`src/rtl/s5b_pkg.sv`:
```
// Shared definitions for the Sunsoft 5B PSG: register map, envelope shape bits,
// logarithmic volume table and channel/envelope state types.
package s5b_pkg;

  localparam logic [3:0] R_TONE_A_LO = 4'd0;
  localparam logic [3:0] R_TONE_A_HI = 4'd1;
  localparam logic [3:0] R_TONE_B_LO = 4'd2;
  localparam logic [3:0] R_TONE_B_HI = 4'd3;
  localparam logic [3:0] R_TONE_C_LO = 4'd4;
  localparam logic [3:0] R_TONE_C_HI = 4'd5;
  localparam logic [3:0] R_NOISE     = 4'd6;
  localparam logic [3:0] R_MIXER     = 4'd7;
  localparam logic [3:0] R_VOL_A     = 4'd8;
  localparam logic [3:0] R_VOL_B     = 4'd9;
  localparam logic [3:0] R_VOL_C     = 4'd10;
  localparam logic [3:0] R_ENV_LO    = 4'd11;
  localparam logic [3:0] R_ENV_HI    = 4'd12;
  localparam logic [3:0] R_ENV_SHAPE = 4'd13;

  localparam int SHAPE_HOLD = 0;
  localparam int SHAPE_ALT  = 1;
  localparam int SHAPE_ATT  = 2;
  localparam int SHAPE_CONT = 3;

  // 1.5 dB per step below full scale; entry 0 is true silence.
  localparam logic [9:0] VOL_LUT [32] = '{
    10'd0,   10'd6,   10'd7,   10'd8,   10'd10,  10'd11,  10'd14,  10'd16,
    10'd19,  10'd23,  10'd27,  10'd32,  10'd38,  10'd46,  10'd54,  10'd65,
    10'd77,  10'd91,  10'd108, 10'd129, 10'd153, 10'd182, 10'd216, 10'd257,
    10'd305, 10'd363, 10'd431, 10'd513, 10'd609, 10'd724, 10'd861, 10'd1023
  };

  typedef struct packed {
    logic [11:0] cnt;
    logic        sq;
  } tone_t;

  typedef enum logic [1:0] {ATTACK, DECAY, HOLD_LVL} env_state_t;

endpackage

```
`src/rtl/s5b_env.sv`:
```
// Envelope generator: period counter plus a 5-bit level stepped by the shape FSM.
module s5b_env
  import s5b_pkg::*;
(
  input  logic        clk,
  input  logic        rst_n,
  input  logic        enable,
  input  logic        env_en,
  input  logic [15:0] period,
  input  logic [3:0]  shape,
  input  logic        restart,
  input  logic        restart_att,
  output logic [4:0]  level
);

  env_state_t  state, state_nxt;
  logic [15:0] cnt, cnt_nxt;
  logic [4:0]  level_nxt;
  logic [16:0] per_eff;
  logic        at_end;

  always_ff @(posedge clk or negedge rst_n) begin
    if (!rst_n) begin
      state <= ATTACK;
      level <= 5'd0;
      cnt   <= 16'd0;
    end else if (!enable) begin
      state <= ATTACK;
      level <= 5'd0;
      cnt   <= 16'd0;
    end else begin
      state <= state_nxt;
      level <= level_nxt;
      cnt   <= cnt_nxt;
    end
  end

  // A shape write restarts the envelope and takes priority over any step in the same cycle.
  always_comb begin
    state_nxt = state;
    level_nxt = level;
    cnt_nxt   = cnt;
    per_eff   = (period == 16'd0) ? 17'd1 : {1'b0, period};
    at_end    = (state == ATTACK && level == 5'd31) || (state == DECAY && level == 5'd0);
    if (restart) begin
      cnt_nxt   = 16'd0;
      state_nxt = restart_att ? ATTACK : DECAY;
      level_nxt = restart_att ? 5'd0 : 5'd31;
    end else if (env_en && state != HOLD_LVL) begin
      if ({1'b0, cnt} + 17'd1 >= per_eff) begin
        cnt_nxt = 16'd0;
        if (!at_end) begin
          level_nxt = (state == ATTACK) ? level + 5'd1 : level - 5'd1;
        end else if (!shape[SHAPE_CONT]) begin
          level_nxt = 5'd0;
          state_nxt = HOLD_LVL;
        end else if (shape[SHAPE_HOLD]) begin
          state_nxt = HOLD_LVL;
          if (shape[SHAPE_ALT]) level_nxt = ~level;
        end else if (shape[SHAPE_ALT]) begin
          state_nxt = (state == ATTACK) ? DECAY : ATTACK;
          level_nxt = (state == ATTACK) ? level - 5'd1 : level + 5'd1;
        end else begin
          level_nxt = (state == ATTACK) ? 5'd0 : 5'd31;
        end
      end else begin
        cnt_nxt = cnt + 16'd1;
      end
    end
  end

endmodule

```
`src/rtl/s5b_psg.sv`:
```
// Sunsoft 5B / YM2149-subset sound generator: register file, timebase, three tone
// channels, noise LFSR, envelope and a summing mixer producing a 12-bit sample.
module s5b_psg
  import s5b_pkg::*;
#(
  parameter int TICK_DIV = 28
) (
  input  logic        clk,
  input  logic        rst_n,
  input  logic        enable,
  input  logic        wr_addr,
  input  logic        wr_data,
  input  logic [7:0]  din,
  output logic [7:0]  rd_data,
  output logic [11:0] audio_out
);

  logic [7:0]  regs [16];
  logic [3:0]  reg_sel;
  logic [7:0]  presc;
  logic [3:0]  tick_cnt;
  logic        tick, tone_en, noise_en;
  logic [4:0]  noise_cnt;
  logic [5:0]  noise_per;
  logic [16:0] lfsr;
  logic [4:0]  env_level;
  logic [9:0]  sample [3];

  assign rd_data   = regs[reg_sel];
  assign tick      = (presc == 8'(TICK_DIV - 1));
  assign tone_en   = tick && (tick_cnt[2:0] == 3'd7);
  assign noise_en  = tick && (tick_cnt == 4'd15);
  assign noise_per = (regs[R_NOISE][4:0] == 5'd0) ? 6'd1 : {1'b0, regs[R_NOISE][4:0]};

  // Data goes to the previously selected register before reg_sel moves.
  always_ff @(posedge clk or negedge rst_n) begin
    if (!rst_n) begin
      for (int i = 0; i < 16; i++) regs[i] <= 8'd0;
      reg_sel <= 4'd0;
    end else if (!enable) begin
      for (int i = 0; i < 16; i++) regs[i] <= 8'd0;
      reg_sel <= 4'd0;
    end else begin
      if (wr_data) regs[reg_sel] <= din;
      if (wr_addr) reg_sel <= din[3:0];
    end
  end

  always_ff @(posedge clk or negedge rst_n) begin
    if (!rst_n) begin
      presc    <= 8'd0;
      tick_cnt <= 4'd0;
    end else if (!enable) begin
      presc    <= 8'd0;
      tick_cnt <= 4'd0;
    end else if (tick) begin
      presc    <= 8'd0;
      tick_cnt <= tick_cnt + 4'd1;
    end else begin
      presc    <= presc + 8'd1;
    end
  end

  always_ff @(posedge clk or negedge rst_n) begin
    if (!rst_n) begin
      noise_cnt <= 5'd0;
      lfsr      <= 17'h1;
    end else if (!enable) begin
      noise_cnt <= 5'd0;
      lfsr      <= 17'h1;
    end else if (noise_en) begin
      if ({1'b0, noise_cnt} + 6'd1 >= noise_per) begin
        noise_cnt <= 5'd0;
        lfsr      <= {lfsr[0] ^ lfsr[3], lfsr[16:1]};
      end else begin
        noise_cnt <= noise_cnt + 5'd1;
      end
    end
  end

  s5b_env u_env (
    .clk         (clk),
    .rst_n       (rst_n),
    .enable      (enable),
    .env_en      (tone_en),
    .period      ({regs[R_ENV_HI], regs[R_ENV_LO]}),
    .shape       (regs[R_ENV_SHAPE][3:0]),
    .restart     (wr_data && reg_sel == R_ENV_SHAPE),
    .restart_att (din[SHAPE_ATT]),
    .level       (env_level)
  );

  for (genvar ch = 0; ch < 3; ch++) begin : g_ch
    tone_t       tone;
    logic [11:0] period;
    logic [12:0] per_eff;
    logic [3:0]  vol;
    logic [4:0]  idx;
    logic        gate;

    assign period  = {regs[2*ch+1][3:0], regs[2*ch]};
    assign per_eff = (period == 12'd0) ? 13'd1 : {1'b0, period};

    // A period shrunk below the running count wraps on the very next tone_en.
    always_ff @(posedge clk or negedge rst_n) begin
      if (!rst_n) begin
        tone <= '0;
      end else if (!enable) begin
        tone <= '0;
      end else if (tone_en) begin
        if ({1'b0, tone.cnt} + 13'd1 >= per_eff) begin
          tone.cnt <= 12'd0;
          tone.sq  <= ~tone.sq;
        end else begin
          tone.cnt <= tone.cnt + 12'd1;
        end
      end
    end

    assign gate = (tone.sq | regs[R_MIXER][ch]) & (lfsr[0] | regs[R_MIXER][ch+3]);
    assign vol  = regs[8+ch][3:0];
    assign idx  = regs[8+ch][4] ? env_level : ((vol == 4'd0) ? 5'd0 : {vol, 1'b1});
    assign sample[ch] = gate ? VOL_LUT[idx] : 10'd0;
  end

  always_ff @(posedge clk or negedge rst_n) begin
    if (!rst_n) begin
      audio_out <= 12'd0;
    end else if (!enable) begin
      audio_out <= 12'd0;
    end else begin
      audio_out <= {2'b00, sample[0]} + {2'b00, sample[1]} + {2'b00, sample[2]};
    end
  end

endmodule
```
`config.mk`:
```
export PLATFORM = sky130hd
export DESIGN_NAME = s5b_psg
export DESIGN_NICKNAME = d
export VERILOG_FILES = /design/src/rtl/s5b_pkg.sv /design/src/rtl/s5b_env.sv /design/src/rtl/s5b_psg.sv
export SDC_FILE = /design/constraint.sdc
export NUM_CORES = 1
export LEC_CHECK = 0
export BUFFER_PORTS_ARGS = -buffer_cell sky130_fd_sc_hd__buf_2
export CAP_MARGIN = 20
export CORE_MARGIN = 2
export CORE_UTILIZATION = 55
export CTS_CLUSTER_SIZE = 24
export DETAILED_ROUTE_END_ITERATION = 8
export PLACE_DENSITY_LB_ADDON = 0.08
export SYNTH_ARGS = -nofsm -noshare
export SYNTH_HDL_FRONTEND = slang
export SYNTH_SLANG_ARGS = --single-unit
```
`constraint.sdc`:
```
create_clock -name clk -period 8.35 [get_ports clk]
set_clock_uncertainty 0.15 [all_clocks]
set_input_delay 1.67 -clock clk [delete_from_list [all_inputs] [get_ports clk]]
set_output_delay 1.67 -clock clk [all_outputs]
set_load 0.05 [all_outputs]
```
==> flow_metrics.env, run 1 <==
export IMPL_instances_no_fill=2106
export IMPL_postRouteAntennaNets=0
export IMPL_synth_edff_count=0
export IMPL_detail_route_wl_per_cell_um=19.3
export IMPL_design_die_area_um2=30500
export IMPL_htreeDepth=1
export IMPL_cts_resized=0
export IMPL_fp_dieW_um=175
export IMPL_clock_sinks=240
export IMPL_remaining_drc_errors=0
export IMPL_die_h_um=175
export IMPL_hold_path_class="reg -> reg"
export IMPL_path_class="reg -> reg"
export IMPL_first_global_vias=12100
export IMPL_cp_required_ns=8.60
export IMPL_gp_congestion=0.879
export IMPL_gr_total_overflow=0
export IMPL_finalPower_mw=3.01
export IMPL_rsz0062_at_grt="no"
export IMPL_cts_buffer_depth=3
export IMPL_hpwlAfterDp_mm=28.3
export IMPL_cts_tree="yes"
export IMPL_syn_cell_area_um2=16000
export IMPL_drt_first_pass_iters=5
export IMPL_critPathLaunchType="flip-flop"
export IMPL_endpoint_kind="flip-flop"
export IMPL_p_leak_nw=7.86
export IMPL_area_delta_synth_final_pct=8.33
export IMPL_arrival_ns=5.28
export IMPL_drive_gt1_frac=0.111
export IMPL_slew_headroom=0.317
export IMPL_syn_avg_cell_area_um2=9.30
export IMPL_tightest_slew_ns=0.997
export IMPL_ys_warn_count=0
export IMPL_cts_buffers=28
export IMPL_cp_max_fo=10
export IMPL_synth_cell_types=80
export IMPL_grt_max_degree=123
export IMPL_grt_usage=0.270
export IMPL_cts_hold_buf=0
export IMPL_synth_ff_type="dfrtp_1"
export IMPL_ir_worst_vdd_v=0.000167
export IMPL_fin_crit_ns=5.03
export IMPL_numPortBuffers=32
export IMPL_async_flop_share=1.00
export IMPL_synth_nets=1847
export IMPL_vias_per_cell=5.96
export IMPL_finalSetupViolations=0
export IMPL_final_common_cell="dfrtp_1"
export IMPL_grt_pass1_wl_mm=66.8
export IMPL_max_cap_violations=0
export IMPL_dp_cells=2053
export IMPL_drt_initial_drc_count=1128
export IMPL_antennaDiodeCount=0
export IMPL_boundaryPins=33
export IMPL_synthCells=1725
export IMPL_clk_pin_slew_worst_paths_ns=0.06
export IMPL_maxSlewViolCount=0
export IMPL_postCtsSetupRepairBufs=0
export IMPL_nets=1822
export IMPL_nFillCells=2506
export IMPL_rows=62
export IMPL_vias=12500
export IMPL_finalHoldViolCount=0
export IMPL_insertion_delay_ns=0.57
export IMPL_fin_crit_sh=0.602
export IMPL_seq_area_frac_synth=0.375
export IMPL_routed_wirelength_mm=40.6
export IMPL_initial_core_util=0.559
export IMPL_powerDensity_nw_per_um2=173
export IMPL_root_buffer="clkbuf_16"
export IMPL_layout_common_cells="238 x dfrtp_1, 197 x nor2_1, 186 x nand2_1"
export IMPL_setup_tns_ns=0
export IMPL_synth_seq_cells=240
export IMPL_status="complete, no violations"
export IMPL_core_area_um2=28700
export IMPL_fmax_mhz=199
export IMPL_antenna_found_initial=1
==> report_power, final <==
part / switching (mW) / internal [mW] / total, mW
Combinational: 0.256 / 0.156 / 0.413
Clock: 0.518 / 0.801 / 1.32
Sequential: 0.0753 / 1.20 / 1.27
Total: 0.850 / 2.16 / 3.01
==> flip-flops by register name, indices dropped and copies added, names as in the netlist <==
name	cells
g_ch.period	36
u_env.cnt	16
lfsr	17
u_env.level	5
noise_cnt	5
audio_out	12
reg_sel	4
g_ch.vol	12
tick_cnt	4
regs	80
presc	8
g_ch.tone	39
u_env.state	2
==> path summary, 6_finish.rpt <==
kind | startpoint | to | slack [ns] | cells after the start
worst max-delay path | g_ch[2].vol[3]$_DFFE_PN0P_ | audio_out[11]$_DFF_PN0_ | 3.32 | 19
worst min-delay path | presc[0]$_DFF_PN0_ | presc[0]$_DFF_PN0_ | 0.34 | 1
worst max register to register | g_ch[2].vol[3]$_DFFE_PN0P_ | audio_out[11]$_DFF_PN0_ | 3.32 | 19
worst min register to register | presc[0]$_DFF_PN0_ | presc[0]$_DFF_PN0_ | 0.34 | 1
max in group asynchronous | rst_n | lfsr[8]$_DFFE_PN0P_ | 5.90 | 2
min in group asynchronous | rst_n | g_ch[1].tone[7]$_DFFE_PN0P_ | 1.01 | 1
==> per-stage QoR <==
step	area [um2]	worst slack (ns)	hold slack (ns)	utilization
5_1_grt	17400	2.93	0.386	0.605
4_1_cts	17400	3.35	0.344	0.605
3_3_place_gp	16400	3.58	0.318	0.570
6_report	17400	3.32	0.340	0.605
3_5_place_dp	16400	3.41	0.330	0.570
2_1_floorplan	16000	3.97	0.305	-
==> worst max-delay path: stages, from the launching register on <==
cell and delay (ns):
dfrtp_1 0.42, nor4_1 0.30, nor2_1 0.06, a21oi_1 0.65
inv_1 0.19, ha_1 0.32, a21oi_1 0.19, nor2_1 0.07
a211oi_1 0.21, o21ai_0 0.14, fa_1 0.55, inv_1 0.05
ha_1 0.32, nor2b_1 0.15, o21ai_1 0.14, a21oi_1 0.11
o21a_1 0.19, o41ai_1 0.42, o21ba_2 0.19, nor3_1 0.04
==> cell families after synthesis <==
family,synth area share
AO/OA/AOI/OAI,0.140
XOR/XNOR,0.0333
adder cells (fa/ha/maj),0.0902
buffers and inverters,0.0484
flip-flops,0.375
multiplexers,0.142
AND/OR/NAND/NOR,0.172
==> synthesized netlist by cell type, drive strengths merged (3+ instances only) <==
master | n | area share
a211o | 6 | 0.0039
a211oi | 13 | 0.0061
a21o | 11 | 0.0051
a21oi | 81 | 0.025
a22o | 18 | 0.0098
a311oi | 5 | 0.0027
a31o | 3 | 0.0016
a31oi | 4 | 0.0016
and2 | 8 | 0.0031
and3 | 27 | 0.012
buf | 36 | 0.012
clkbuf | 64 | 0.015
dfrtp | 239 | 0.37
fa | 11 | 0.014
ha | 98 | 0.076
inv | 90 | 0.021
mux2 | 12 | 0.0084
mux2i | 124 | 0.077
mux4 | 40 | 0.056
nand2 | 186 | 0.044
nand2b | 17 | 0.0071
nand3 | 59 | 0.019
nand3b | 7 | 0.0035
nand4 | 7 | 0.0027
nor2 | 208 | 0.051
nor2b | 21 | 0.0082
nor3 | 25 | 0.0078
nor4 | 16 | 0.0066
o211ai | 10 | 0.0047
o21a | 10 | 0.0048
o21ai | 143 | 0.048
o221ai | 3 | 0.0016
o22a | 3 | 0.0016
o22ai | 9 | 0.0035
o311ai | 4 | 0.0022
o31ai | 7 | 0.0033
or2 | 3 | 0.0012
or3 | 7 | 0.0027
xnor2 | 28 | 0.015
xor2 | 33 | 0.018
==> layer usage <==
metal  track usage  wire length [um]  up-vias
li1              -                 -     6041
met1         0.399             19000     6138
met2         0.427             18800      309
met3        0.0366              1860       56
met4        0.0615               853        2
met5             0                13        -
==> cell type report <==
| type | instances | area, um2 | area share |
|---|---|---|---|
| Tap cell | 384 | 480 | 0.0277 |
| Timing Repair Buffer | 45 | 280 | 0.0161 |
| Clock buffer | 34 | 753 | 0.0434 |
| Multi-Input combinational cell | 1295 | 9260 | 0.533 |
| Sequential cell | 240 | 6010 | 0.346 |
| Clock inverter | 18 | 253 | 0.0145 |
| Inverter | 90 | 340 | 0.0196 |
Power figures use the tool's default switching activity.
==> run 2: changes to the inputs <==
Clock period 8.35 ns to 5 ns, I/O delays scaled along.
==> run 2 against run 1 <==
  * Register-to-register slack got worse by 2.9 ns
  * Critical path depth did not move
  * First-iteration DRC count fell by 13%
  * Utilization rose by 0.60 points
  * Routed wire length fell by 0.29%
  * Final cell count rose by 0.76%
  * Sequential power rose by 68%
  * Power rose by 71%
  * Non-clock buffer count rose by 14
  * Die area did not move
  * Design area rose by 0.99%
==> flow_metrics.env, run 2 (synthesized netlist as in run 1, its figures left out) <==
export IMPL_hpwlAfterDp_mm=28.2
export IMPL_drt_initial_drc_count=978
export IMPL_root_buffer="clkbuf_16"
export IMPL_fin_crit_ns=4.54
export IMPL_finalHoldViolCount=0
export IMPL_remaining_drc_errors=0
export IMPL_path_class="reg -> reg"
export IMPL_timing_final_ws_setup_ns=0.458
export IMPL_gr_total_overflow=0
export IMPL_finalSetupViolations=0
export IMPL_fin_crit_sh=0.908
export IMPL_cts_buffers=29
export IMPL_routed_wirelength_mm=40.5
export IMPL_p_leak_nw=7.94
export IMPL_detail_route_wl_per_cell_um=19.1
export IMPL_hold_path_end="g_ch[1].tone[12]$_DFFE_PN0P_"
export IMPL_largest_reg_flops=80
export IMPL_max_stage_delay_ns=0.60
export IMPL_cts_tree="yes"
export IMPL_design_die_area_um2=30500
export IMPL_insertion_delay_ns=0.56
export IMPL_slew_headroom=0.390
export IMPL_antenna_found_initial=0
export IMPL_largest_register="regs"
export IMPL_max_cap_violations=0
export IMPL_antennaDiodeCount=0
export IMPL_clock_sinks=240
export IMPL_setup_tns_ns=0
export IMPL_maxSlewViolCount=0
export IMPL_hold_start="g_ch[1].tone[12]$_DFFE_PN0P_"
export IMPL_gp_congestion=0.884
export IMPL_final_common_cell="dfrtp_1"
export IMPL_first_global_vias=12100
export IMPL_numPortBuffers=32
export IMPL_tightest_slew_ns=0.916
export IMPL_postRouteAntennaNets=0
export IMPL_drive_gt1_frac=0.117
export IMPL_grt_usage=0.269
export IMPL_cp_max_fo=11
export IMPL_path_delay_family="compound AO/OA/AOI/OAI gates"
export IMPL_cts_hold_buf=0
export IMPL_critPathLaunchType="flip-flop"
export IMPL_cp_cell_sequence="mux2i_1 > buf_4 > inv_1 > ha_1 > nor2_1 > a21oi_1 > nor2_1 > a211oi_1 > o21ai_0 > fa_1 > inv_1 > ha_1 > nor2b_1 > o21ai_1 > a21oi_1 > o21a_1 > o41ai_1 > o21ba_2 > nor3_1"
export IMPL_cts_buffer_depth=3
export IMPL_r2r_setup_slack_ns=0.46
export IMPL_fmax_mhz=220
export IMPL_hold_path_class="reg -> reg"
export IMPL_r2r_cells=19
export IMPL_area_delta_synth_final_pct=9.40
export IMPL_grt_max_degree=117
export IMPL_endpoint_kind="flip-flop"
export IMPL_rows=62
export IMPL_clk_pin_slew_worst_paths_ns=0.06
export IMPL_nets=1837
export IMPL_crit_slowest_cell="dfrtp_1"
export IMPL_arrival_ns=4.81
export IMPL_drt_first_pass_iters=5
export IMPL_boundaryPins=33
export IMPL_cp_required_ns=5.27
export IMPL_r2r_start="regs[52]$_DFFE_PN0P_"
export IMPL_core_area_um2=28700
export IMPL_layout_common_cells="238 x dfrtp_1, 197 x nor2_1, 186 x nand2_1"
export IMPL_place_ws_ns=0.533
export IMPL_postCtsSetupRepairBufs=0
export IMPL_initial_core_util=0.559
export IMPL_cts_resized=0
export IMPL_die_h_um=175
export IMPL_rsz0062_at_grt="no"
export IMPL_status="complete, no violations"
export IMPL_vias_per_cell=5.91
export IMPL_rr_endpoint="audio_out[11]$_DFF_PN0_"
export IMPL_fp_dieW_um=175
export IMPL_path_buf_inv=3
export IMPL_ir_worst_vdd_v=0.000260
export IMPL_powerDensity_nw_per_um2=293
export IMPL_htreeDepth=1
export IMPL_holdPathStages=2
export IMPL_vias=12500
export IMPL_grt_pass1_wl_mm=66.6
run 2: changes by cell type in the layout (fill, tap and decap cells not counted), sizes merged:
cell      change
clkbuf       +10
clkinv       -10
inv           +1
buf          +14
clkinvlp      +1
run 2: metal layers:
| metal | vias up | routed length [um] | global-route usage |
|---|---|---|---|
| met1 | 6143 | 19200 | 0.393 |
| met2 | 279 | 18600 | 0.426 |
| met4 | 0 | 959 | 0.0688 |
| met5 | - | 0 | 0 |
| met3 | 52 | 1680 | 0.0344 |
| li1 | 6067 | - | - |
run 2: report_power, final:
part	total, mW	internal, mW	switching, mW
logic	0.694	0.268	0.426
clock network	2.31	1.45	0.861
registers	2.13	2.00	0.130
run 2: worst max-delay path by stage:
stage,startpoint,end,cells past startpoint
detailed placement,regs[52]$_DFFE_PN0P_,audio_out[11]$_DFF_PN0_,19
floorplan,g_ch[2].vol[3]$_DFFE_PN0P_,audio_out[11]$_DFF_PN0_,19
finish,regs[52]$_DFFE_PN0P_,audio_out[11]$_DFF_PN0_,19
global route,regs[52]$_DFFE_PN0P_,audio_out[9]$_DFF_PN0_,19
CTS,regs[52]$_DFFE_PN0P_,audio_out[9]$_DFF_PN0_,19
global placement,regs[52]$_DFFE_PN0P_,audio_out[9]$_DFF_PN0_,19
run 2: layout make-up:
cell class / count / area [um2]
multi-input combinational: 1295 / 9260
clock inverter: 10 / 198
tap: 384 / 480
timing repair buffer: 59 / 398
sequential: 240 / 6010
inverter: 90 / 340
clock buffer: 44 / 862
fill: 2503 / 11200
run 2: through the flow:
stage	instance area (um2)	total power, mW	hold slack, ns	instances	utilization
floorplan	16000	2.64	0.305	1725	-
CTS	17500	5.17	0.344	2122	0.611
finish	17500	5.13	0.343	2122	0.611
global placement	16500	2.84	0.328	2068	0.574
detailed placement	16500	2.86	0.336	2068	0.574
global route	17500	5.36	0.375	2122	0.611
run 2: tightest hold or removal path: cells and delay by family (launching register included):
family / cells / cell delay, ns
AO/OA/AOI/OAI: 1 / 0.06
flip-flops: 1 / 0.35
AND/OR/NAND/NOR: 1 / 0.05
